**src/rtl/ri_estendido.sv**
```systemverilog
// ri_estendido: SAP instruction register with short/long instructions and a registered data address.
// Ports:
//   CLK, CLR (async, active-low) - clock and reset
//   Li, Ei (active-low)          - load strobe, address-output enable
//   ciclo_busca                  - fetch phase; loads are accepted only while high
//   barramento_w                 - bus W carrying instruction and operand words
//   consumir                     - control unit has taken the held instruction
//   op_code, endereco_dado       - captured opcode, registered zero-extended data address
//   instr_pronta, instr_longa,
//   aguardando_op                - state/status decodes
//   erro_sobrescrita             - sticky: load attempted while an instruction was held
module ri_estendido #(
  parameter int LARGURA_BARRAMENTO = 8,
  parameter int LARGURA_OPCODE = 4,
  parameter int LARGURA_ENDERECO = 4,
  parameter logic [LARGURA_OPCODE-1:0] OPCODE_LONGO_MIN = 4'hC
) (
  input  logic CLK,
  input  logic CLR,
  input  logic Li,
  input  logic Ei,
  input  logic ciclo_busca,
  input  logic [LARGURA_BARRAMENTO-1:0] barramento_w,
  input  logic consumir,
  output logic [LARGURA_OPCODE-1:0] op_code,
  output logic [LARGURA_ENDERECO+LARGURA_BARRAMENTO-1:0] endereco_dado,
  output logic instr_pronta,
  output logic instr_longa,
  output logic aguardando_op,
  output logic erro_sobrescrita
);
  if (LARGURA_OPCODE + LARGURA_ENDERECO != LARGURA_BARRAMENTO) begin : g_chk
    $error("ri_estendido: LARGURA_OPCODE + LARGURA_ENDERECO must equal LARGURA_BARRAMENTO");
  end
  localparam logic [1:0] VAZIO = 2'd0;
  localparam logic [1:0] AGUARDA_OPERANDO = 2'd1;
  localparam logic [1:0] PRONTA = 2'd2;
  logic [1:0] estado;
  logic [LARGURA_ENDERECO-1:0] addr_int;
  logic [LARGURA_BARRAMENTO-1:0] operando_int;
  logic carga, captura, longo;
  assign carga = !Li && ciclo_busca;
  // A new opcode is taken when empty, or back-to-back when the held one is consumed on the same edge.
  assign captura = carga && (estado == VAZIO || (estado == PRONTA && consumir));
  assign longo = barramento_w[LARGURA_OPCODE-1:0] >= OPCODE_LONGO_MIN;
  assign instr_pronta = estado == PRONTA;
  assign aguardando_op = estado == AGUARDA_OPERANDO;
  always_ff @(posedge CLK or negedge CLR) begin
    if (!CLR) begin
      estado <= VAZIO;
      op_code <= '0;
      addr_int <= '0;
      operando_int <= '0;
      instr_longa <= 1'b0;
      erro_sobrescrita <= 1'b0;
      endereco_dado <= '0;
    end else begin
      if (captura) begin
        op_code <= barramento_w[LARGURA_OPCODE-1:0];
        addr_int <= barramento_w[LARGURA_BARRAMENTO-1:LARGURA_OPCODE];
        instr_longa <= longo;
        estado <= longo ? AGUARDA_OPERANDO : PRONTA;
      end else if (estado == AGUARDA_OPERANDO && carga) begin
        operando_int <= barramento_w;
        estado <= PRONTA;
      end else if (estado == PRONTA && consumir) begin
        instr_longa <= 1'b0;
        estado <= VAZIO;
      end else if (estado == PRONTA && carga) begin
        erro_sobrescrita <= 1'b1;
      end
      // Reads the registers as they were before this edge, so a same-edge consume uses the held instruction.
      if (!Ei && estado == PRONTA)
        endereco_dado <= instr_longa ? {operando_int, addr_int} : {{LARGURA_BARRAMENTO{1'b0}}, addr_int};
    end
  end
endmodule

```
**config.mk**
```make
export PLATFORM = sky130hd
export DESIGN_NAME = ri_estendido
export DESIGN_NICKNAME = d
export VERILOG_FILES = /design/src/rtl/ri_estendido.sv
export SDC_FILE = /design/constraint.sdc
export NUM_CORES = 1
export LEC_CHECK = 0
export CORE_AREA = 2 2 59 61
export CTS_CLUSTER_DIAMETER = 40
export DETAILED_ROUTE_END_ITERATION = 8
export DIE_AREA = 0 0 61 63
export PLACE_DENSITY_LB_ADDON = 0.2
export SETUP_SLACK_MARGIN = 0.05
export SKIP_LAST_GASP = 1
export SLEW_MARGIN = 25
export SYNTH_ARGS = -nofsm -noshare
export SYNTH_HDL_FRONTEND = slang
export SYNTH_SLANG_ARGS = --single-unit
```
**constraint.sdc**
```tcl
create_clock -name CLK -period 1.3 [get_ports CLK]
set_input_delay 0.26 -clock CLK [delete_from_list [all_inputs] [get_ports CLK]]
set_output_delay 0.26 -clock CLK [all_outputs]
set_load 0.05 [all_outputs]
```
# --- Word level (Yosys, flattened, before mapping) ---
# Cells that the tools add are included.
word_totals:
  register_bits: 32
  input_bits: 14
  output_inout_bits: 20
  word_cells: 37
classes:
  n_lt_le_gt_ge: 1
  eq_ne: 3
  mux: 8
  bitwise: 3
  reduce_logical: 15
op_table:
  columns: ["cell", "n"]
  rows:
  - ["12-bit two-way mux", 1]
  - ["2-bit two-way mux", 4]
  - ["1-bit logical AND", 6]
  - ["4-bit greater-or-equal comparator, second input constant", 1]
  - ["2-bit AND reduction", 2]
  - ["4-bit AND reduction", 1]
  - ["1-bit two-way mux", 3]
  - ["1-bit NOT", 3]
  - ["3-bit nonzero test", 1]
  - ["2-bit by 1-bit equality test with 1-bit output, second input constant", 1]
  - ["2-bit equality test, second input constant", 1]
  - ["1-bit zero test", 2]
  - ["2-bit zero test", 1]
  - ["2-bit != test, second input constant", 1]
  - ["2-bit nonzero test", 1]
  - ["1-bit logical OR", 1]

# --- Depth between registers and ports, before layout ---
# Gate-level depths: netlist (run 1).
logic_depth:
  ltp_word: 6
  mapped_depth: 4
  mapped_depth_nobuf: 3

# --- Worst setup path before layout (run 1) ---
# OpenSTA, ideal clock, no wires.
synth_path:
  path_type: "reg2reg"
  from: "register estado[0]"
  to: "register operando_int[0]"
  setup_time_ns: 0.125
  arrival_time_ns: 1.560
  required_ns: 1.175
  setup_slack_ns: -0.385
  stages_incl_launch_ff: 5
  path_buffers: 1
  period_less_slack_ns: 1.685
  cell_sequence: "dfrtp_1 > and2b_1 > and3_1 > buf_6 > mux2_2"
synth_via:
  elab_cells_between_ends: 9
  cone_classes: "eq/ne: 2; bitwise: 1; reduce/logical: 6"
synth_lines:
  columns: ["item", "line", "text"]
  rows:
  - ["start: declaration", "38", "logic [1:0] estado;"]
  - ["start signal: assignment", "62", "estado <= longo ? AGUARDA_OPERANDO : PRONTA;"]
  - ["2-bit by 1-bit equality test with 1-bit output", null, null]
  - ["via aguardando_op", "29", "output logic aguardando_op,"]
  - ["1-bit logical AND", "63", "end else if (estado == AGUARDA_OPERANDO && carga) begin"]
  - ["2-bit AND reduction (no line)", null, null]
  - ["end signal: assignment", "64", "operando_int <= barramento_w;"]
  - ["end: declaration", "40", "logic [LARGURA_BARRAMENTO-1:0] operando_int;"]
# The timed path passes the listed nets, and every way through them passes these cells.
# A chain may end at the register's enable or synchronous reset.

# --- Final worst setup path (run 1) ---
layout_path:
  from: "input port ciclo_busca"
  to: "register instr_longa"
layout_via:
  elab_chain_len: 4
  elab_cells_between_ends: 7
  cone_classes: "eq/ne: 1; mux: 1; reduce/logical: 5"
layout_rtl:
  columns: ["item", "line", "text"]
  rows:
  - ["start: declaration", "22", "input logic ciclo_busca,"]
  - ["1-bit logical AND *", "42", "assign carga = !Li && ciclo_busca;"]
  - ["1-bit logical AND (on tied branches)", "44, 63", null]
  - ["2-bit != test (no line) or 2-bit nonzero test (tied branches)", null, null]
  - ["2-bit AND reduction (no line)", null, null]
  - ["end signal: assignment", "61", "instr_longa <= longo;"]
  - ["end: declaration", "28", "output logic instr_longa,"]
# Every way passes the cells marked *; elsewhere a longest branch is shown, timed or not.

==> metrics.csv, run 1 <==
metric;value;unit
nNetsFinal;167;
critPathKind;input pin to flip-flop;
io_pins;34;
ys_seq_elements;32;
hpwl;1.95;mm
fill_cells;239;
core_area;3230;µm²
root_buffer;clkbuf_4;
insertion_delay;0.32;ns
syn-num-nets;112;
maxSlewHeadroom;83.5;%
die-height;63;µm
via_per_inst;4.70;
synthDistinctLibCells;21;
whs;0.299;ns
crit_path_cell_trace;clkdlybuf4s50_1, nand2b_1, nor3_4, clkbuf_16, buf_4, mux2i_1;
syn_avg_cell_area;13.3;µm²
cts_made_buffers;5;
swShare;36.1;%
hold_viol;0;
seq_power_share;30.5;%
p_leak;0.00103;µW
rsz0062_at_grt;true;
clock_power_share;13.9;%
antenna_found_initial;0;
fin_cells;200;
dr.first_iter.drc_count;12;
dr.max_layer_used;met4;
p_int;3830;µW
final_design_area_no_fill;2280;µm²
setup_viol;29;
yosys_warnings;0;
cp_max_fo;4;
cp-startpoint;ciclo_busca;
maxCapViolCount;0;
setup_slack;-0.165;ns
cts.clk_slew.worst_paths;0.09;ns
grt_pass1_wl;4.80;mm
fin_crit;1.46;ns
cts_tree;yes;
synth_seq_area_share;61.5;%
worstReg2RegEnd;instr_longa$_DFFE_PN0P_;
drt-met1-wl;1.26;mm
drtPass1Iterations;4;
finalMaxSlewViolations;0;
max_freq;683;MHz
route.met2.wl;1.40;mm
regToRegStartpoint;estado[1]$_DFFE_PN0P_;
ir_worst_vdd;1.54;mV
start_kind;input pin;
status;finished with violations;
syn-instance-count;98;
grt_max_degree;33;
wirelength;2.87;mm
clock-sinks;32;
via_count;939;
port_buffers;33;
grt_overflow;0;
htreeDepth;2;
comb_power_share;55.6;%
tightest_slew;0.245;ns
fin_worst_skew;0.00977;ns
period_share;113;%
ant_nets;0;
n_antenna_cell;0;
arrival;1.69;ns
die_w;61;µm
rows;21;
drc_errors;0;
grt_pass1_vias;996;
critPathMaxStageDelay;0.50;ns
worstPathRequired;1.53;ns
synth_area;1300;µm²
fin_util;70.7;%
cpMaxStageDelayCell;clkdlybuf4s50_1;
endpoint;instr_longa$_DFFE_PN0P_;
total_power;6000;µW
rrSetupSlack;-0.15;ns
grtUsageTotal;17.4;%
fp.dieArea;3840;µm²
p_switching;2160;µW
clockBufferDepth;2;
place_inst;183;
dpl_cell_area;2020;µm²
endpoint_kind;flip-flop;
drive_above_1_share;50.0;%
powerDensity;2630;nW/µm²
wl_met3;161;µm
drt-wirelength-per-cell;14.3;µm
gp_congestion;0.724;
initial_core_util;40.3;%
hp-class;input pin to async pin;
violations;setup timing;
area_delta_synth_final;75.3;%
ff2ff_path_depth;6;
==> flip-flops by register name (all words and copies together), names as in the netlist <==
signal,cells
op_code,4
operando_int,8
erro_sobrescrita,1
addr_int,4
endereco_dado,12
estado,2
instr_longa,1
==> area by class of cell <==
class                      count  area (µm²)  share of cell area, %
sequential                    32         803                   35.2
timing repair buffer          52         772                   33.8
multi-input combinational     60         548                   24.0
clock buffer                   7        65.1                   2.85
tap                           46        57.6                   2.52
clock inverter                 1        30.0                   1.32
inverter                       2        7.51                  0.329
==> cell usage in the layout, fill, tap and decap left out <==
master / instances
o21ba_4: 1
and2b_4: 1
dfrtp_1: 30
clkbuf_8: 2
inv_1: 2
mux2_4: 19
buf_6: 3
nor2b_4: 2
and3_4: 1
nor2_1: 1
mux2_2: 1
clkbuf_4: 5
nor3_1: 1
dfrtp_2: 2
clkdlybuf4s50_1: 13
mux2i_1: 1
o21ai_0: 10
nand2b_1: 1
nor3_4: 1
bufinv_16: 1
buf_12: 24
clkbuf_16: 1
a41o_1: 1
buf_16: 1
nand2_1: 17
a21bo_2: 1
or3b_4: 1
buf_4: 10
==> per-layer routing <==
layer,up-vias,track usage [%]
met5,-,0
met4,0,8.15
met3,5,5.80
met2,32,25.5
met1,458,22.8
li1,444,-
==> worst min path at each step <==
stage                                startpoint                            to  slack [ns]  cells past startpoint
floorplan                                   CLR       addr_int[0]$_DFFE_PN0P_       -0.04                      0
global placement    operando_int[7]$_DFFE_PN0P_   operando_int[7]$_DFFE_PN0P_        0.49                      1
detailed placement  operando_int[6]$_DFFE_PN0P_   operando_int[6]$_DFFE_PN0P_        0.50                      1
CTS                                         CLR  endereco_dado[9]$_DFFE_PN0P_        0.29                      2
global route                                CLR  endereco_dado[0]$_DFFE_PN0P_        0.28                      2
finish                                      CLR  endereco_dado[2]$_DFFE_PN0P_        0.30                      2
==> kinds of logic (layout without fill, tap and decap cells) <==
family	count (synthesis)	in the layout	share of synthesized area (%)
flops	32	32	61.5
mux	21	21	19.2
buf+inv	6	62	2.98
simple gates	26	26	10.2
compound gates	13	13	6.15
==> power groups by stage <==
stage | registers [µW] | clock network (µW) | logic [µW]
2_1_floorplan | 2480 | 0 | 832
3_3_place_gp | 1840 | 0 | 2970
3_5_place_dp | 1860 | 0 | 3020
4_1_cts | 1850 | 855 | 3170
5_1_grt | 1890 | 934 | 3490
6_report | 1830 | 833 | 3330
==> through the flow <==
stage	TNS, ns	setup WS [ns]
global placement	-8.39	-0.396
CTS	-3.45	-0.193
detailed placement	-9.18	-0.444
floorplan	-2.93	-0.182
finish	-2.92	-0.165
global route	-4.49	-0.275
==> cell usage after synthesis <==
| master | n | area (µm²) |
|---|---|---|
| buf_6 | 2 | 22.5 |
| a41o_1 | 1 | 10.0 |
| mux2i_1 | 1 | 10.0 |
| nor2b_1 | 2 | 12.5 |
| nand2b_1 | 1 | 6.26 |
| o21ai_0 | 10 | 50.1 |
| nor2_1 | 1 | 3.75 |
| buf_1 | 1 | 3.75 |
| nor3_4 | 1 | 16.3 |
| mux2_2 | 16 | 180 |
| or3b_4 | 1 | 11.3 |
| nor3_1 | 1 | 5.00 |
| buf_2 | 1 | 5.00 |
| o21ba_2 | 1 | 10.0 |
| and2b_1 | 1 | 7.51 |
| dfrtp_1 | 32 | 801 |
| mux2_4 | 4 | 60.1 |
| and3_1 | 1 | 6.26 |
| nand2_1 | 17 | 63.8 |
| inv_1 | 2 | 7.51 |
| a21bo_2 | 1 | 10.0 |
==> critical path, delay by kind of cell <==
kind                   cells  cell delay, ns
buffers and inverters      3            0.80
AND/OR/NAND/NOR            2            0.42
multiplexers               1            0.20
==> timing repair <==
item,in CTS,in global routing
cloned,1,1
gates resized for setup,10,8
pin swaps,0,2
buffers inserted,3,4
endpoints found under the setup margin,30,34
hold buffers,0,0
Power figures use the tool's default switching activity.
==> run 2, diff against run 1 <==
--- a/config.mk
+++ b/config.mk
@@ -11,8 +11,10 @@
 export DIE_AREA = 0 0 61 63
 export PLACE_DENSITY_LB_ADDON = 0.2
 export SETUP_SLACK_MARGIN = 0.05
+export SKIP_CTS_REPAIR_TIMING = 1
 export SKIP_LAST_GASP = 1
 export SLEW_MARGIN = 25
 export SYNTH_ARGS = -nofsm -noshare
 export SYNTH_HDL_FRONTEND = slang
 export SYNTH_SLANG_ARGS = --single-unit
+export TNS_END_PERCENT = 1
==> run 2 against run 1 <==
  * The run still ends with setup timing left
  * Register-to-register slack got worse by 0.07 ns
  * Non-clock buffer count decreased by 5
  * Wire length decreased by 6.5%
  * Global-route usage decreased by 0.51 points
  * Sequential cell count unchanged
  * Clock-buffer cell count decreased by 2
  * Fmax decreased by 6.6%
  * Critical path type is now flip-flop to output port
==> metrics.csv, run 2 (synthesis results as in run 1) <==
metric;value;unit;change
comb_power_share;53.8;%;-1.8 points
final_common_cell;dfrtp_1;;
nNetsFinal;162;;-3.0%
cts.clk_slew.worst_paths;0.10;ns;about the same
rows;21;;unchanged
cp_max_fo;4;;unchanged
regMostFlops;endereco_dado;;
die-height;63;µm;unchanged
core_area;3230;µm²;unchanged
critPathMaxStageDelay;0.43;ns;-0.07 ns
fin_worst_skew;0.0103;ns;+0.000507 ns
dr.first_iter.drc_count;23;;+11
htreeDepth;2;;unchanged
seq_power_share;32.8;%;+2.3 points
endpoint_kind;output port;;
p_switching;2120;µW;-1.8%
hp-class;input pin to async pin;;
wirelength;2.68;mm;-6.5%
via_count;902;;-3.9%
ff2ff_path_depth;5;;-1
status;finished with violations;;
maxCapViolCount;0;;unchanged
drt-wirelength-per-cell;13.7;µm;-4.1%
reg_top3;endereco_dado (12), operando_int (8);;
cpMaxStageDelayCell;dfrtp_2;;
worstReg2RegEnd;op_code[1]$_DFFE_PN0P_;;
clockBufferDepth;2;;unchanged
start_kind;flip-flop;;
arrival;1.31;ns;-0.38 ns
period_share;121;%;+8.0 points
ant_nets;0;;unchanged
die_w;61;µm;unchanged
finalMaxSlewViolations;0;;unchanged
drtPass1Iterations;2;;-2
fp.dieArea;3840;µm²;unchanged
rrSetupSlack;-0.22;ns;-0.07 ns
violations;setup timing;;
gp_congestion;0.711;;-1.8%
area_delta_synth_final;60.3;%;
fin_util;64.6;%;-6.0 points
tightest_slew;0.314;ns;+0.0682 ns
max_freq;638;MHz;-6.6%
via_per_inst;4.63;;-1.5%
grt_pass1_wl;4.57;mm;-4.6%
worstPathRequired;1.04;ns;-0.49 ns
powerDensity;2670;nW/µm²;+1.8%
p_int;3460;µW;-9.8%
regToRegStartpoint;estado[0]$_DFFE_PN0P_;;
clock-sinks;32;;unchanged
insertion_delay;0.34;ns;+0.02 ns
most-common-layout-cells;31 x dfrtp_1, 22 x buf_12, 17 x nand2_1;;
ir_worst_vdd;1.28;mV;-17%
antenna_found_initial;0;;unchanged
grt_overflow;0;;unchanged
clock_power_share;13.4;%;-0.5 points
drc_errors;0;;unchanged
cp_common_cell;buf_6;;
total_power;5580;µW;-6.9%
swShare;38.1;%;+2.0 points
grtUsageTotal;16.9;%;-0.51 points
cts_made_buffers;5;;unchanged
setup_viol;29;;unchanged
rsz0062_at_grt;true;;
grt_max_degree;33;;unchanged
drive_above_1_share;46.3;%;-3.7 points
hpwl;1.91;mm;-1.7%
p_leak;0.000923;µW;-11%
port_buffers;33;;unchanged
largest_reg_flops;12;;unchanged
cts_tree;yes;;
hold_viol;0;;unchanged
root_buffer;clkbuf_4;;
initial_core_util;40.3;%;unchanged
n_antenna_cell;0;;unchanged
io_pins;34;;unchanged
crit_path_cell_trace;buf_6, buf_6, nor2b_4, buf_12;;
critPathKind;flip-flop to output port;;
setup_slack;-0.269;ns;-0.104 ns
fin_crit;1.57;ns;+0.104 ns
maxSlewHeadroom;79.1;%;-4.5 points
grt_pass1_vias;953;;-4.3%
-- run 2: changes by cell type in the layout (fill, tap and decap cells not counted), moves of 2 or more --
cell,before,now
mux2_2,1,16
mux2_4,19,4
buf_12,24,22
clkbuf_8,2,0
-- run 2: how the worst max path moves through the flow --
stage,startpoint,slack (ns),depth (start not counted),end
final,estado[0]$_DFFE_PN0P_,-0.27,4,instr_pronta
after CTS,estado[0]$_DFFE_PN0P_,-0.41,4,instr_pronta
after global placement,ciclo_busca,-0.40,5,op_code[0]$_DFFE_PN0P_
after global routing,estado[0]$_DFFE_PN0P_,-0.33,4,instr_pronta
after detailed placement,ciclo_busca,-0.42,5,op_code[1]$_DFFE_PN0P_
after floorplan,estado[1]$_DFFE_PN0P_,-0.18,4,operando_int[0]$_DFFE_PN0P_
-- run 2: power by group through the flow --
stage | registers [µW] | clock network [µW] | logic [µW]
3_5_place_dp | 1850 | 0 | 2940
2_1_floorplan | 2480 | 0 | 770
6_report | 1830 | 748 | 3000
4_1_cts | 1830 | 775 | 2950
5_1_grt | 1900 | 829 | 3140
3_3_place_gp | 1840 | 0 | 2900
-- run 2: final cells by class --
type	count	area (µm²)
fillers	255	1140
inverters	2	7.51
flip-flops and latches	32	802
well taps	46	57.6
multi-input cells	60	473
clock inverters	3	42.5
clock buffers	5	37.5
repair buffers	47	668
-- run 2: through the flow --
stage | setup WS, ns | setup TNS, ns | hold slack [ns] | cell area [µm²] | instances
floorplan | -0.182 | -2.00 | -0.0356 | 1310 | 98
global placement | -0.396 | -8.58 | 0.490 | 1980 | 185
detailed placement | -0.417 | -8.84 | 0.496 | 1980 | 185
CTS | -0.410 | -3.48 | 0.269 | 2060 | 193
global route | -0.331 | -5.39 | 0.277 | 2090 | 195
finish | -0.269 | -4.00 | 0.275 | 2090 | 195
-- run 2: worst max-delay path: cells and delay by family, from the launching register on --
kind | cells | cell delay [ns]
buf+inv | 3 | 0.38
simple gates | 1 | 0.15
flops | 1 | 0.43
-- run 2: per-layer routing --
layer	part of all wire (%)	GRT usage (%)
met5	0	0
met3	5.8	5.38
met4	2.8	9.78
met2	49	24.9
met1	42	21.3
